--- src/rtl/interrupt_factor_ctrl_if.sv ---
// CPU data-memory bus slice seen by the interrupt factor/mask register window.
interface interrupt_factor_ctrl_if;
   logic [11:0] bus_addr;
   logic        mem_read_en;
   logic        mem_write_en;
   logic [3:0]  bus_data_in;
   logic [3:0]  bus_data_out;
   logic        addr_hit;

   modport master (
      output bus_addr, mem_read_en, mem_write_en, bus_data_in,
      input  bus_data_out, addr_hit
   );

   modport slave (
      input  bus_addr, mem_read_en, mem_write_en, bus_data_in,
      output bus_data_out, addr_hit
   );
endinterface

--- src/rtl/interrupt_factor_ctrl.sv ---
// Interrupt factor (edge-latched, read-clear) and mask registers in an 8-nibble window.
// Optional macro INTERRUPT_SRC_SYNC_EN adds a two-flop synchronizer on src_level.
module interrupt_factor_ctrl #(
   parameter logic [11:0] BASE_ADDR = 12'hF00,
   parameter int          NUM_SRC   = 15
) (
   input  logic                 clk,
   input  logic                 reset_n,
   input  logic                 clk_en,
   input  logic [NUM_SRC-1:0]   src_level,
   interrupt_factor_ctrl_if.slave bus,
   output logic [NUM_SRC-1:0]   interrupt_req
);

   logic [NUM_SRC-1:0] factor;
   logic [NUM_SRC-1:0] mask;
   logic [NUM_SRC-1:0] src_prev;
   logic [NUM_SRC-1:0] src_sampled;

   logic [NUM_SRC-1:0] factor_next;
   logic [NUM_SRC-1:0] mask_next;
   logic [NUM_SRC-1:0] rise;

   logic [12:0] addr_ext;
   logic [12:0] window_lo;
   logic [12:0] window_hi;
   logic        hit;
   logic [2:0]  offset;
   logic [1:0]  nib;
   logic        is_mask;

   logic [15:0] factor_pad;
   logic [15:0] mask_pad;
   logic [15:0] read_word;
   logic [15:0] nib_sel;
   logic [15:0] clear_bits;
   logic [15:0] write_bits;
   logic [15:0] mask_wr_pad;
   logic [3:0]  read_nibble;

`ifdef INTERRUPT_SRC_SYNC_EN
   logic [NUM_SRC-1:0] sync_q1;
   logic [NUM_SRC-1:0] sync_q2;

   // Synchronizer runs on every clk so metastability settling is independent of clk_en.
   always_ff @(posedge clk or negedge reset_n) begin
      if (!reset_n) begin
         sync_q1 <= '0;
         sync_q2 <= '0;
      end else begin
         sync_q1 <= src_level;
         sync_q2 <= sync_q1;
      end
   end

   assign src_sampled = sync_q2;
`else
   assign src_sampled = src_level;
`endif

   // 13-bit compare keeps a window near the top of the address space from wrapping.
   always_comb begin
      addr_ext  = {1'b0, bus.bus_addr};
      window_lo = {1'b0, BASE_ADDR};
      window_hi = window_lo + 13'd7;
      hit       = (addr_ext >= window_lo) && (addr_ext <= window_hi);
      offset    = bus.bus_addr[2:0] - BASE_ADDR[2:0];
      nib       = offset[1:0];
      is_mask   = offset[2];
   end

   always_comb begin
      factor_pad                = '0;
      mask_pad                  = '0;
      factor_pad[NUM_SRC-1:0]   = factor;
      mask_pad[NUM_SRC-1:0]     = mask;
      read_word                 = is_mask ? mask_pad : factor_pad;
      read_nibble               = 4'h0;
      case (nib)
         2'd0: read_nibble = read_word[3:0];
         2'd1: read_nibble = read_word[7:4];
         2'd2: read_nibble = read_word[11:8];
         2'd3: read_nibble = read_word[15:12];
         default: read_nibble = 4'h0;
      endcase
   end

   assign bus.addr_hit     = hit;
   assign bus.bus_data_out = hit ? read_nibble : 4'h0;
   assign interrupt_req    = factor & mask;

   // A new rising edge is OR-ed in after the read-clear so a same-edge set wins.
   always_comb begin
      nib_sel     = 16'h000F << {nib, 2'b00};
      clear_bits  = (bus.mem_read_en && hit && !is_mask) ? nib_sel : 16'h0000;
      write_bits  = {12'h000, bus.bus_data_in} << {nib, 2'b00};
      mask_wr_pad = (mask_pad & ~nib_sel) | (write_bits & nib_sel);
      rise        = src_sampled & ~src_prev;
      factor_next = (factor & ~clear_bits[NUM_SRC-1:0]) | rise;
      mask_next   = mask;
      if (bus.mem_write_en && hit && is_mask) begin
         mask_next = mask_wr_pad[NUM_SRC-1:0];
      end
   end

   always_ff @(posedge clk or negedge reset_n) begin
      if (!reset_n) begin
         factor   <= '0;
         mask     <= '0;
         src_prev <= '0;
      end else if (clk_en) begin
         factor   <= factor_next;
         mask     <= mask_next;
         src_prev <= src_sampled;
      end
   end

endmodule

--- src/flat_wrapper.sv ---
// flat-port wrapper written by rule: the top's interface ports become plain ports
module interrupt_factor_ctrl_flat 
#(
   parameter logic [11:0] BASE_ADDR = 12'hF00,
   parameter int          NUM_SRC   = 15
)
  (clk, reset_n, clk_en, src_level, interrupt_req, bus_bus_addr, bus_mem_read_en, bus_mem_write_en, bus_bus_data_in, bus_bus_data_out, bus_addr_hit);
  interrupt_factor_ctrl_if bus_i ();
  input  logic clk;
  input  logic reset_n;
  input  logic clk_en;
  input  logic [NUM_SRC-1:0] src_level;
  output logic [NUM_SRC-1:0] interrupt_req;
  input wire logic [$bits(bus_i.bus_addr)-1:0] bus_bus_addr;
  input wire logic [$bits(bus_i.mem_read_en)-1:0] bus_mem_read_en;
  input wire logic [$bits(bus_i.mem_write_en)-1:0] bus_mem_write_en;
  input wire logic [$bits(bus_i.bus_data_in)-1:0] bus_bus_data_in;
  output wire logic [$bits(bus_i.bus_data_out)-1:0] bus_bus_data_out;
  output wire logic [$bits(bus_i.addr_hit)-1:0] bus_addr_hit;
  assign bus_i.bus_addr = bus_bus_addr;
  assign bus_i.mem_read_en = bus_mem_read_en;
  assign bus_i.mem_write_en = bus_mem_write_en;
  assign bus_i.bus_data_in = bus_bus_data_in;
  assign bus_bus_data_out = bus_i.bus_data_out;
  assign bus_addr_hit = bus_i.addr_hit;
  interrupt_factor_ctrl #(.BASE_ADDR(BASE_ADDR), .NUM_SRC(NUM_SRC)) u_core (.clk(clk), .reset_n(reset_n), .clk_en(clk_en), .src_level(src_level), .bus(bus_i), .interrupt_req(interrupt_req));
endmodule
--- config.mk ---
export PLATFORM = sky130hd
export DESIGN_NAME = interrupt_factor_ctrl_flat
export DESIGN_NICKNAME = d
export VERILOG_FILES = /design/src/rtl/interrupt_factor_ctrl_if.sv /design/src/rtl/interrupt_factor_ctrl.sv /design/src/flat_wrapper.sv
export SDC_FILE = /design/constraint.sdc
export NUM_CORES = 1
export LEC_CHECK = 0
export CAP_MARGIN = 20
export CORE_MARGIN = 5
export CORE_UTILIZATION = 36
export CTS_CLUSTER_DIAMETER = 100
export DETAILED_ROUTE_END_ITERATION = 6
export PLACE_DENSITY_LB_ADDON = 0.08
export SLEW_MARGIN = 10
export SYNTH_ARGS = -nofsm -noshare
export SYNTH_HDL_FRONTEND = slang
export SYNTH_SLANG_ARGS = --single-unit
export TNS_END_PERCENT = 10
--- constraint.sdc ---
create_clock -name clk -period 2.05 [get_ports clk]
set_clock_uncertainty 0.2 [all_clocks]
set_input_delay 0.3075 -clock clk [delete_from_list [all_inputs] [get_ports clk]]
set_output_delay 0.3075 -clock clk [all_outputs]
set_load 0.02 [all_outputs]
## After elaboration in Yosys (flattened, before gate mapping)

Index checks and enable logic that the tools add are counted.

- Register bits: 45
- Output and inout port bits: 20
- Word-level logic and storage cells: 32

- Magnitude comparators: 2
- Eq/ne operators: 3
- Shift operators: 2
- Mux-type cells: 4
- Bitwise operators: 10
- Reductions and logical operators: 8

Operators by type and width:

| operator | number |
|---|---|
| 15-bit bitwise AND | 5 |
| 15-bit inverter | 3 |
| 15-bit 2-to-1 mux | 2 |
| 15-bit OR | 2 |
| 4-bit case mux with 4 select lines | 1 |
| 4-bit by 4-bit left shift with 15-bit output | 1 |
| 4-bit by 4-bit left shift with 15-bit output (first input constant) | 1 |
| 12-bit >= comparator (second input constant) | 1 |
| 12-bit <= comparator (second input constant) | 1 |
| 1-bit logical AND | 5 |
| 2-bit == test (second input constant) | 2 |
| 4-bit 2-to-1 mux | 1 |
| 2-bit by 1-bit == test with 1-bit output (second input constant) | 1 |
| 2-bit logical NOT | 1 |
| 2-bit AND reduction | 1 |
| 1-bit logical NOT | 1 |

## Longest topological paths before layout

- Depth after elaboration: 8
- Gate-level depth with buffers: 5

## Worst setup path before layout

Ideal clock, no wire load.

- Path kind: input to output
- Start: input bus_bus_addr[6]
- End: output bus_bus_data_out[0]
- Data arrival time: 1.717 ns
- Required time: 1.542 ns
- Setup slack: -0.175 ns
- Cell stages on the path: 4
- Path buffers: 0
- Path through: and4bb_2 > nand2_1 > nor3_1 > and3_1

- Cells in the longest elaborated chain, start to end: 3
- Elaborated cells on any way between the ends: 4
- Those cells by class: order compare: 2; mux: 1; reduce/logical: 1

Ends and longest elaborated chain:

| element | line | source |
|---|---|---|
| start: declaration | flat_wrapper.sv:14 | `input wire logic [$bits(bus_i.bus_addr)-1:0] bus_bus_addr;` |
| 12-bit >= comparator or 12-bit <= comparator (tied branches) | interrupt_factor_ctrl.sv:66 | `hit = (addr_ext >= window_lo) && (addr_ext <= window_hi);` |
| 1-bit logical AND (*) | interrupt_factor_ctrl.sv:66 |  |
| named net bus_addr_hit | flat_wrapper.sv:19 | `output wire logic [$bits(bus_i.addr_hit)-1:0] bus_addr_hit;` |
| 4-bit 2-to-1 mux (*) | interrupt_factor_ctrl.sv:89 | `assign bus.bus_data_out = hit ? read_nibble : 4'h0;` |
| end: declaration | flat_wrapper.sv:18 | `output wire logic [$bits(bus_i.bus_data_out)-1:0] bus_bus_data_out;` |

The timed path passes the listed nets; every way through them passes the cells marked *.

## Worst setup path in the final report

- Start: register u_core.factor[12]
- End: output bus_bus_data_out[0]

- Cells in the longest elaborated chain, start to end: 3

Ends and longest elaborated chain:

| element | line | source |
|---|---|---|
| start: declaration | interrupt_factor_ctrl.sv:15 | `logic [NUM_SRC-1:0] factor;` |
| start signal: assignment | interrupt_factor_ctrl.sv:112 | `factor <= factor_next;` |
| 15-bit 2-to-1 mux | interrupt_factor_ctrl.sv:77 | `read_word = is_mask ? mask_pad : factor_pad;` |
| 4-bit case mux with 4 select lines | interrupt_factor_ctrl.sv:79 | `case (nib)` |
| 4-bit 2-to-1 mux | interrupt_factor_ctrl.sv:89 |  |

No other way between the ends.

==> results_dict.tcl <==
set metrics [dict create \
    status "finished, violations left" \
    violations "negative setup slack" \
    finalCritPeriodShare_pct 103 \
    crit_arrival_ps 1610 \
    layout_setup_ws_ps -63.9 \
    synth_compound_area_share_pct 12.8 \
    worst_path_largest_cell_delay_ps 470 \
    crit_slowest_cell "mux4_2" \
    cts.path.max_buffers 2 \
    total_leakage_power_uw 0.00151 \
    core_area_um2 5890 \
    rsz0062_at_grt "true" \
    final_core_util_pct 53.7 \
    fill_cells 565 \
    power.density_nw_per_um2 554 \
    drtIter0Drc 76 \
    maxSlewHeadroom_pct 66.9 \
    synth_adder_area_share_pct 0 \
    setup_tns_ps -112 \
    hpwl_um 4130 \
    drive_gt1_share_pct 27.3 \
    yosys-top-cells-count "dfrtp_1, nand2_1, and2_1, o21ai_0" \
    synthArstFlopShare_pct 100 \
    placed_cell_area_um2 2980 \
    crit_type "reg -> out" \
    yosys.area.top_type "dfrtp_1" \
    ys_types 31 \
    clock.fmax_ghz 0.473 \
    start_util_pct 36.9 \
    crit_fanout 2 \
    synth_top_area_share_pct 51.8 \
    dp.cells 340 \
    gr-total-overflow 0 \
    synth_top_family_by_area "simple AND/OR/NAND/NOR gates" \
    cts-buffers-inserted 5 \
    nets 310 \
    start_kind "flop" \
    maxCapViolCount 0 \
    fp.dieH_um 87.7 \
    cp-end-kind "primary output" \
    synthSimpleGateAreaFrac_pct 16.5 \
    clock-sinks 45 \
    syn2layout_area_growth_pct 45.4 \
    vias 1727 \
    synth_mux_area_share_pct 14.4 \
    synth_edf_count 0 \
    finalWeightedCongestion 0.762 \
    htree_levels 2 \
    critPathRequiredTime_ps 1540 \
    met3_usage_pct 3.95 \
    clock_latency_ps 290 \
    drc 0 \
    io_pins 56 \
    grt_use_met2_pct 24.0 \
    stdcell_count 350 \
    ys_seq_elements 45 \
    period_minus_slack_ps 2110 \
    tightest_slew_ps 497 \
    ys_seq_area_share_pct 51.8 \
    busiest_layer "met2" \
    fin_area_um2 3160 \
    finalSetupViolCount 2 \
    grt_max_degree 45 \
    peakVddDrop_mv 0.358 \
    syn_inst 194 \
    die_w_um 87.7 \
    yosysMostFrequentCell "dfrtp_1" \
    grt_pass1_vias 1735 \
    synthFlopType "dfrtp_1" \
    clk_pin_slew_ps 80 \
    antenna_found_initial 0 \
    drv_slew 0 \
    synth.net_count 230 \
    grt_util_met1_pct 20.4 \
    synth_area_leaders "dfrtp_1, mux2_2, a32o_1" \
    crit_chain "mux4_2 -> nand2b_4 -> and3_4 -> buf_6" \
    cts_tree "yes" \
    ant_nets 0 \
    grt_usage_pct 15.0 \
    yosysWarnings 0 \
    wirelength_um 5410 \
    wl_per_cell_um 15.5 \
    avgViaCountPerCell 4.93 \
    clockRootBuffer "clkbuf_8" \
    die_area_um2 7690 \
    hold_path.class "reg -> reg" \
    antenna_cells 0 \
    grt_pass1_wl_um 8820 \
    finalHoldViolCount 0 \
    fp-row-count 28 \
    syn_area_um2 2170 \
    syn_avg_cell_area_um2 11.2 \
    port_buffers 55 \
    synth-xor-area-share_pct 0 \
    first_pass_iters 4 \
]
[metal layers]
layer	vias up	wire (um)
met2	41	2440
met4	0	54
met3	5	347
met1	834	2570
met5	-	0
li1	847	-
[power by group]
part	switching, uW	internal, uW
Sequential	7.45	914
Clock	298	305
Combinational	109	119
[cells in the final DEF, fill, tap and decap left out, types with 2 or more instances in the layout]
| master | count |
|---|---|
| a21oi_1 | 2 |
| dlymetal6s2s_1 | 4 |
| and2_1 | 16 |
| nor2_2 | 2 |
| inv_1 | 15 |
| mux2i_1 | 10 |
| mux2_2 | 15 |
| nand2_1 | 22 |
| nor2_1 | 2 |
| a22oi_1 | 2 |
| buf_6 | 7 |
| buf_2 | 2 |
| clkdlybuf4s50_1 | 38 |
| mux4_2 | 2 |
| nand2b_4 | 3 |
| and3_4 | 2 |
| o21ai_0 | 15 |
| dfrtp_1 | 45 |
| a32o_1 | 14 |
| clkbuf_8 | 7 |
| buf_4 | 22 |
| dlygate4sd2_1 | 6 |
[cells by family (layout without fill, tap and decap cells)]
logic type,count (synthesis),after routing
AO/OA/AOI/OAI,38,38
buffers and inverters,24,105
flip-flops,45,45
AND/OR/NAND/NOR,60,60
multiplexers,27,27
[through the flow]
stage | power [uW] | hold WS, ps | setup slack [ps]
6_report | 1750 | 243 | -63.9
2_1_floorplan | 1020 | -188 | 76.7
3_3_place_gp | 1160 | 101 | -728
5_1_grt | 1840 | 285 | -121
3_5_place_dp | 1160 | 102 | -752
4_1_cts | 1770 | 243 | -77.3
[path summary, 6_finish.rpt]
check / from / to / slack [ps] / cells after the start
max in group asynchronous: reset_n / async pin / 830 / 3
min: u_core.src_prev[14]$_DFFE_PN0P_ / u_core.factor[14]$_DFFE_PN0P_ / 240 / 1
min in group asynchronous: reset_n / u_core.src_prev[10]$_DFFE_PN0P_ / 300 / 2
max reg2reg: flop / flop / 970 / 2
max: u_core.factor[12]$_DFFE_PN0P_ / bus_bus_data_out[0] / -60 / 4
min reg2reg: u_core.src_prev[14]$_DFFE_PN0P_ / u_core.factor[14]$_DFFE_PN0P_ / 240 / 1
[final cells by class]
cell class	count	area [um^2]	share of cell area (%)
clock inverter	1	5.00	0.158
tap	75	93.8	2.97
timing repair buffer	82	772	24.4
multi-input combinational	125	1010	32.0
inverter	15	56.3	1.78
clock buffer	7	96.3	3.05
sequential	45	1130	35.6
[timing repair]
item | CTS | global route
hold endpoints to repair | 19 | 0
endpoints found under the setup margin | 17 | 8
gates resized for setup | 44 | 13
pin swaps | 2 | 2
hold buffers | 1 | 0
setup buffers | 1 | 0
[critical path, delay by kind of cell, from the launching register on]
| family | cells | cell delay (ps) |
|---|---|---|
| flops | 1 | 400 |
| simple gates | 2 | 310 |
| mux | 1 | 470 |
| buf+inv | 1 | 120 |
Power figures use the tool's default switching activity.
